File: src/rtl/fsm_test_pkg.sv
// Shared types and helpers for the FSM stimulus sequencer and its output checker.
package fsm_test_pkg;

  localparam int unsigned STATE_W = 3;
  localparam int unsigned VEC_W   = 8;

  // Sequencer states. The codes are visible on first_err_step, so keep them fixed.
  typedef enum logic [STATE_W-1:0] {
    StIdle  = 3'd0,
    StRel   = 3'd1,
    StA     = 3'd2,
    StGap   = 3'd3,
    StB     = 3'd4,
    StF     = 3'd5,
    StG     = 3'd6,
    StDrain = 3'd7
  } seq_state_e;

  // Signals driven into both FSMs under test.
  typedef struct packed {
    logic dut_rstn;
    logic a;
    logic b;
    logic f;
    logic g;
  } drive_t;

  // Drive pattern that belongs to each state.
  function automatic drive_t drive_of(input seq_state_e s);
    drive_t d;
    d = '0;
    case (s)
      StIdle: d = '0;
      StRel: d.dut_rstn = 1'b1;
      StA: begin
        d.dut_rstn = 1'b1;
        d.a        = 1'b1;
      end
      StGap: d.dut_rstn = 1'b1;
      StB: begin
        d.dut_rstn = 1'b1;
        d.b        = 1'b1;
      end
      StF: begin
        d.dut_rstn = 1'b1;
        d.f        = 1'b1;
      end
      StG: begin
        d.dut_rstn = 1'b1;
        d.f        = 1'b1;
        d.g        = 1'b1;
      end
      StDrain: begin
        // FSMs back in reset while f/g stay up, so they are not compared here.
        d.f = 1'b1;
        d.g = 1'b1;
      end
      default: d = '0;
    endcase
    return d;
  endfunction

  // Fixed step order of the canonical sequence.
  function automatic seq_state_e next_step(input seq_state_e s);
    seq_state_e n;
    case (s)
      StRel:   n = StA;
      StA:     n = StGap;
      StGap:   n = StB;
      StB:     n = StF;
      StF:     n = StG;
      StG:     n = StDrain;
      StDrain: n = StIdle;
      default: n = StIdle;
    endcase
    return n;
  endfunction

  // States whose FSM outputs are worth comparing (FSMs out of reset).
  function automatic logic in_cmp_window(input seq_state_e s);
    return (s != StIdle) && (s != StDrain);
  endfunction

endpackage

File: src/rtl/fsm_out_cmp.sv
// Lock-step comparator: registers the two FSM output nibbles with the state that
// drove them, counts differing cycles (saturating) and captures the first failure.
module fsm_out_cmp
  import fsm_test_pkg::*;
#(
  parameter int unsigned CntW = 8
) (
  input  logic               clk_i,
  input  logic               rst_i,
  input  logic               clear_i,
  input  seq_state_e         state_i,
  input  logic [VEC_W-1:0]   vec_i,
  output logic [CntW-1:0]    mismatch_cnt_o,
  output logic [STATE_W-1:0] first_err_step_o,
  output logic [VEC_W-1:0]   first_err_vec_o,
  output logic               err_o
);

  localparam int unsigned Half = VEC_W / 2;

  seq_state_e         tag_q;
  logic [VEC_W-1:0]   vec_q;
  logic [CntW-1:0]    cnt_q;
  logic [STATE_W-1:0] step_q;
  logic [VEC_W-1:0]   fvec_q;
  logic               err_q;
  logic               hit;

  // A mismatch is any differing bit between the two instances in a compared state.
  always_comb begin
    hit = in_cmp_window(tag_q) && (vec_q[VEC_W-1:Half] != vec_q[Half-1:0]);
  end

  // Sample stage plus result registers; a new run clears results before counting.
  always_ff @(posedge clk_i) begin
    if (rst_i) begin
      tag_q  <= StIdle;
      vec_q  <= '0;
      cnt_q  <= '0;
      step_q <= '0;
      fvec_q <= '0;
      err_q  <= 1'b0;
    end else begin
      tag_q <= state_i;
      vec_q <= vec_i;
      if (clear_i) begin
        cnt_q  <= '0;
        step_q <= '0;
        fvec_q <= '0;
        err_q  <= 1'b0;
      end else if (hit) begin
        if (cnt_q != '1) begin
          cnt_q <= cnt_q + CntW'(1);
        end
        if (cnt_q == '0) begin
          step_q <= tag_q;
          fvec_q <= vec_q;
        end
        err_q <= 1'b1;
      end
    end
  end

  assign mismatch_cnt_o   = cnt_q;
  assign first_err_step_o = step_q;
  assign first_err_vec_o  = fvec_q;
  assign err_o            = err_q;

endmodule

File: src/rtl/fsm_stim_seq.sv
// Stimulus sequencer for two FSM instances: plays the canonical a/b/f/g sequence,
// releases their reset, and checks their outputs against each other every cycle.
module fsm_stim_seq
  import fsm_test_pkg::*;
#(
  parameter int unsigned STEP_CYCLES = 3,
  parameter int unsigned CNT_W       = 8
) (
  input  logic               clk,
  input  logic               rstn,
  input  logic               start,
  output logic               dut_rstn,
  output logic               a,
  output logic               b,
  output logic               f,
  output logic               g,
  input  logic               c0,
  input  logic               d0,
  input  logic               e0,
  input  logic               h0,
  input  logic               c1,
  input  logic               d1,
  input  logic               e1,
  input  logic               h1,
  output logic               busy,
  output logic               done,
  output logic [CNT_W-1:0]   mismatch_cnt,
  output logic [STATE_W-1:0] first_err_step,
  output logic [VEC_W-1:0]   first_err_vec,
  output logic               err
);

  localparam logic [7:0] LastCnt = 8'(STEP_CYCLES - 1);

  seq_state_e state_q, state_d;
  logic [7:0] cnt_q, cnt_d;
  logic       accept;
  drive_t     drive_q, drive_d;
  logic       busy_q, done_q;

  // Next state and step counter; the counter restarts on every state entry.
  always_comb begin
    state_d = state_q;
    cnt_d   = cnt_q + 8'd1;
    accept  = 1'b0;
    if (state_q == StIdle) begin
      cnt_d = '0;
      if (start) begin
        state_d = StRel;
        accept  = 1'b1;
      end
    end else if (cnt_q == LastCnt) begin
      state_d = next_step(state_q);
      cnt_d   = '0;
    end
    drive_d = drive_of(state_d);
  end

  // Sequencer FSM with outputs registered from the next state.
  always_ff @(posedge clk) begin
    if (rstn) begin
      state_q <= StIdle;
      cnt_q   <= '0;
      drive_q <= '0;
      busy_q  <= 1'b0;
      done_q  <= 1'b0;
    end else begin
      state_q <= state_d;
      cnt_q   <= cnt_d;
      drive_q <= drive_d;
      busy_q  <= (state_d != StIdle);
      done_q  <= (state_q == StDrain) && (state_d == StIdle);
    end
  end

  assign dut_rstn = drive_q.dut_rstn;
  assign a        = drive_q.a;
  assign b        = drive_q.b;
  assign f        = drive_q.f;
  assign g        = drive_q.g;
  assign busy     = busy_q;
  assign done     = done_q;

  fsm_out_cmp #(
    .CntW(CNT_W)
  ) u_cmp (
    .clk_i           (clk),
    .rst_i           (rstn),
    .clear_i         (accept),
    .state_i         (state_q),
    .vec_i           ({c0, d0, e0, h0, c1, d1, e1, h1}),
    .mismatch_cnt_o  (mismatch_cnt),
    .first_err_step_o(first_err_step),
    .first_err_vec_o (first_err_vec),
    .err_o           (err)
  );

endmodule

File: config.mk
export PLATFORM = sky130hd
export DESIGN_NAME = fsm_stim_seq
export DESIGN_NICKNAME = d
export VERILOG_FILES = /design/src/rtl/fsm_test_pkg.sv /design/src/rtl/fsm_out_cmp.sv /design/src/rtl/fsm_stim_seq.sv
export SDC_FILE = /design/constraint.sdc
export NUM_CORES = 1
export LEC_CHECK = 0
export CAP_MARGIN = 10
export CORE_MARGIN = 2
export CORE_UTILIZATION = 30
export DETAILED_ROUTE_END_ITERATION = 12
export PLACE_DENSITY_LB_ADDON = 0.3
export SETUP_SLACK_MARGIN = 0.15
export SYNTH_ARGS = -nofsm -noshare
export SYNTH_HDL_FRONTEND = slang
export SYNTH_SLANG_ARGS = --single-unit
export TNS_END_PERCENT = 1
File: constraint.sdc
create_clock -name clk -period 3.81 [get_ports clk]
set_input_delay 0.5715 -clock clk [delete_from_list [all_inputs] [get_ports clk]]
set_output_delay 0.5715 -clock clk [all_outputs]
set_load 0.005 [all_outputs]
==> results.py <==
metrics = {
    "timing": {
        "hold_violations": 0,
        "fin_crit_sh": 0.614,
        "setup_viol": 0,
        "drv_slew": 0,
        "slew_headroom": 0.537,
        "finalClockSkew_ns": 0.0105,
        "fin_tns_setup_ns": 0,
        "post-route-min-period_ns": 2.34,
        "worstMarginPinSlew_ns": 0.692,
        "timing.final.ws_setup_ns": 1.47,
        "fmax_ghz": 0.427,
        "rsz0062_at_grt": "false",
    },
    "min_path": {
        "min_path_type": "reg2reg",
    },
    "finish": {
        "fin_cells": 327,
        "drive_above_1_share": 0.116,
        "fill_cells": 650,
        "n_antenna_cell": 0,
        "nNetsFinal": 264,
        "syn2layout_area_growth_pct": 25.5,
        "final_cell_area_sq_um": 2530,
    },
    "synthesis": {
        "postSynth.asyncResetShare": 0,
        "syn-cell-area_sq_um": 2020,
        "ys_seq_area_frac": 0.486,
        "postSynth.topFlopCell": "dfxtp_1",
        "yosysWarnings": 0,
        "synth-seq-cells": 49,
        "synth_area_per_cell_sq_um": 9.47,
        "synth_cell_types": 39,
        "syn_inst": 213,
        "synth_edf_count": 0,
        "synth_nets": 228,
    },
    "run_status": {
        "status": "complete, no violations",
    },
    "clock_network": {
        "clock_path_buffers": 2,
        "numCtsBuffers": 5,
        "clkTransAtPathRegs_ns": 0.09,
        "cts_num_sinks": 49,
        "cts_tree": "done",
        "cts_hold_buffers": 0,
        "cts_max_level": 2,
        "post_cts_buffers": 0,
        "clk_latency_ns": 0.30,
        "cts_root_buf": "clkbuf_8",
        "cts-resized-gates": 0,
    },
    "placement": {
        "hpwl_mm": 2.63,
        "place.gp.congestion": 0.725,
        "detailed_place.area_sq_um": 2440,
        "io_buffer_count": 37,
        "place_inst": 319,
        "post-place-ws_ns": 1.11,
    },
    "worst_setup_path": {
        "crit_end": "cnt_q[4]$_SDFF_PP0_",
        "critical_path_class": "in2reg",
        "cp-startpoint": "rstn",
        "worstSetupStartpointType": "primary input",
        "endpoint_kind": "register",
        "crit_arrival_ns": 2.51,
        "r2r-end": "u_cmp.mismatch_cnt_o[6]$_SDFFE_PP0P_",
        "crit_path_max_fanout": 20,
        "cp_data_required_time_ns": 3.98,
        "reg2reg_slack_ns": 2.21,
        "r2r_start": "u_cmp.mismatch_cnt_o[0]$_SDFFE_PP0P_",
        "rr_worst_depth": 5,
    },
    "global_route": {
        "grt_start_max_net_pins": 31,
        "grt_pass1_vias": 1405,
        "grt_pass1_wl_mm": 6.43,
        "antenna_found_initial": 0,
        "grt_overflow_total": 0,
        "grt_usage": 0.108,
    },
    "route": {
        "wirelength_mm": 3.63,
        "viasPerCell": 4.61,
        "antenna_left": 0,
        "drt_iter0_markers": 53,
        "wl_per_cell_um": 11.1,
        "vias": 1507,
        "drc": 0,
        "drt-pass1-iter-count": 4,
    },
    "floorplan": {
        "die_area_sq_um": 7400,
        "rows": 29,
        "die_h_um": 86.0,
        "start_util": 0.314,
        "die_width_um": 86.0,
        "ios": 38,
        "core_sq_um": 6420,
    },
    "job": {
        "max-cap-violations": 0,
    },
    "pwr": {
        "peakVddDrop_mv": 0.119,
        "power_density_nw_per_um2": 357,
        "total_leakage_power_nw": 0.958,
        "p_total_w": 0.000905,
    },
}
-- cell usage after synthesis, types with 2 or more instances --
| library cell | number | area (sq um) |
|---|---|---|
| a21oi_1 | 5 | 25.0 |
| and3_1 | 5 | 31.3 |
| and4_1 | 2 | 17.5 |
| buf_2 | 4 | 20.0 |
| buf_6 | 2 | 22.5 |
| clkbuf_1 | 4 | 15.0 |
| dfxtp_1 | 49 | 981 |
| ha_1 | 4 | 50.1 |
| inv_1 | 5 | 18.8 |
| mux2i_1 | 4 | 40.0 |
| nand2_1 | 21 | 78.8 |
| nand2b_1 | 5 | 31.3 |
| nand3_1 | 18 | 90.1 |
| nand4_1 | 4 | 25.0 |
| nor2_1 | 20 | 75.1 |
| nor2b_1 | 11 | 68.8 |
| nor3_1 | 7 | 35.0 |
| nor3_2 | 2 | 20.0 |
| o21ai_0 | 2 | 10.0 |
| o21ai_2 | 10 | 87.6 |
| xnor2_1 | 4 | 35.0 |
| xor2_1 | 8 | 70.1 |
-- layer usage --
layer / vias to the layer above / track usage / share of wire
li1: 803 / - / -
met1: 670 / 0.147 / 0.49
met2: 28 / 0.163 / 0.44
met3: 6 / 0.0327 / 0.053
met4: 0 / 0.0346 / 0.013
met5: - / 0 / 0
-- how the worst min path moves through the flow --
stage                                          start                                    end  slack [ns]  depth (start not counted)
2_1_floorplan                    cnt_q[0]$_SDFF_PP0_                    cnt_q[0]$_SDFF_PP0_        0.44                          1
3_3_place_gp   u_cmp.first_err_vec_o[4]$_SDFFE_PP0P_  u_cmp.first_err_vec_o[4]$_SDFFE_PP0P_        0.44                          2
3_5_place_dp   u_cmp.first_err_vec_o[4]$_SDFFE_PP0P_  u_cmp.first_err_vec_o[4]$_SDFFE_PP0P_        0.45                          2
4_1_cts        u_cmp.first_err_vec_o[4]$_SDFFE_PP0P_  u_cmp.first_err_vec_o[4]$_SDFFE_PP0P_        0.46                          2
5_1_grt        u_cmp.first_err_vec_o[7]$_SDFFE_PP0P_  u_cmp.first_err_vec_o[7]$_SDFFE_PP0P_        0.48                          2
6_report       u_cmp.first_err_vec_o[1]$_SDFFE_PP0P_  u_cmp.first_err_vec_o[1]$_SDFFE_PP0P_        0.46                          2
-- kinds of logic after synthesis --
| kind of cell | after synthesis | share of synthesized area |
|---|---|---|
| flops | 49 | 0.486 |
| mux | 4 | 0.0199 |
| fa+ha+maj | 4 | 0.0248 |
| buf+inv | 15 | 0.0378 |
| simple gates | 102 | 0.273 |
| xor+xnor | 12 | 0.0521 |
| compound gates | 27 | 0.106 |
-- registers in the layout, summed over array words and instances, names as in the netlist --
name,count
u_cmp.err_o,1
u_cmp.first_err_vec_o,8
g,1
f,1
state_q,3
busy,1
u_cmp.first_err_step_o,3
b,1
done,1
u_cmp.tag_q,3
a,1
u_cmp.mismatch_cnt_o,8
cnt_q,8
dut_rstn,1
u_cmp.vec_q,8
-- layout by cell type (no fill, tap or decap), types with 2 or more instances in the layout --
| cell type | n |
|---|---|
| a21oi_1 | 4 |
| and3_1 | 5 |
| and4_1 | 2 |
| buf_4 | 2 |
| clkbuf_8 | 5 |
| clkdlybuf4s50_1 | 37 |
| clkinv_2 | 2 |
| dfxtp_1 | 49 |
| ha_1 | 4 |
| inv_1 | 5 |
| mux2i_1 | 4 |
| nand2_1 | 21 |
| nand2b_1 | 5 |
| nand3_1 | 18 |
| nand4_1 | 4 |
| nor2_1 | 20 |
| nor2b_1 | 11 |
| nor3_1 | 7 |
| nor3_2 | 2 |
| o21ai_0 | 2 |
| o21ai_2 | 10 |
| xnor2_1 | 4 |
| xor2_1 | 8 |
-- cell type report --
type | instances | area, sq um | area share
tap | 77 | 96.3 | 0.0381
timing repair buffer | 39 | 385 | 0.152
multi-input combinational | 149 | 963 | 0.381
clock inverter | 3 | 17.5 | 0.00692
inverter | 5 | 18.8 | 0.00741
sequential | 49 | 981 | 0.388
clock buffer | 5 | 68.8 | 0.0272
-- metrics by stage --
stage               utilization  hold WS [ns]
finish                    0.394         0.460
global route              0.394         0.483
CTS                       0.394         0.464
detailed placement        0.381         0.452
global placement          0.381         0.444
floorplan                     -         0.437
-- power breakdown --
| part | switching, W | leakage, nW | total [W] | internal [W] |
|---|---|---|---|---|
| sequential | 0.00000947 | 0.399 | 0.000533 | 0.000524 |
| clock | 0.000169 | 0.0439 | 0.000296 | 0.000127 |
| combinational | 0.0000403 | 0.515 | 0.0000759 | 0.0000356 |
| total | 0.000218 | 0.958 | 0.000905 | 0.000686 |
-- worst max-delay path: stages --
cell	delay, ns
clkdlybuf4s50_1	0.91
nand2b_1	0.27
inv_1	0.09
o31ai_2	0.55
nor2_1	0.11
(Power assumes the default switching activity.)
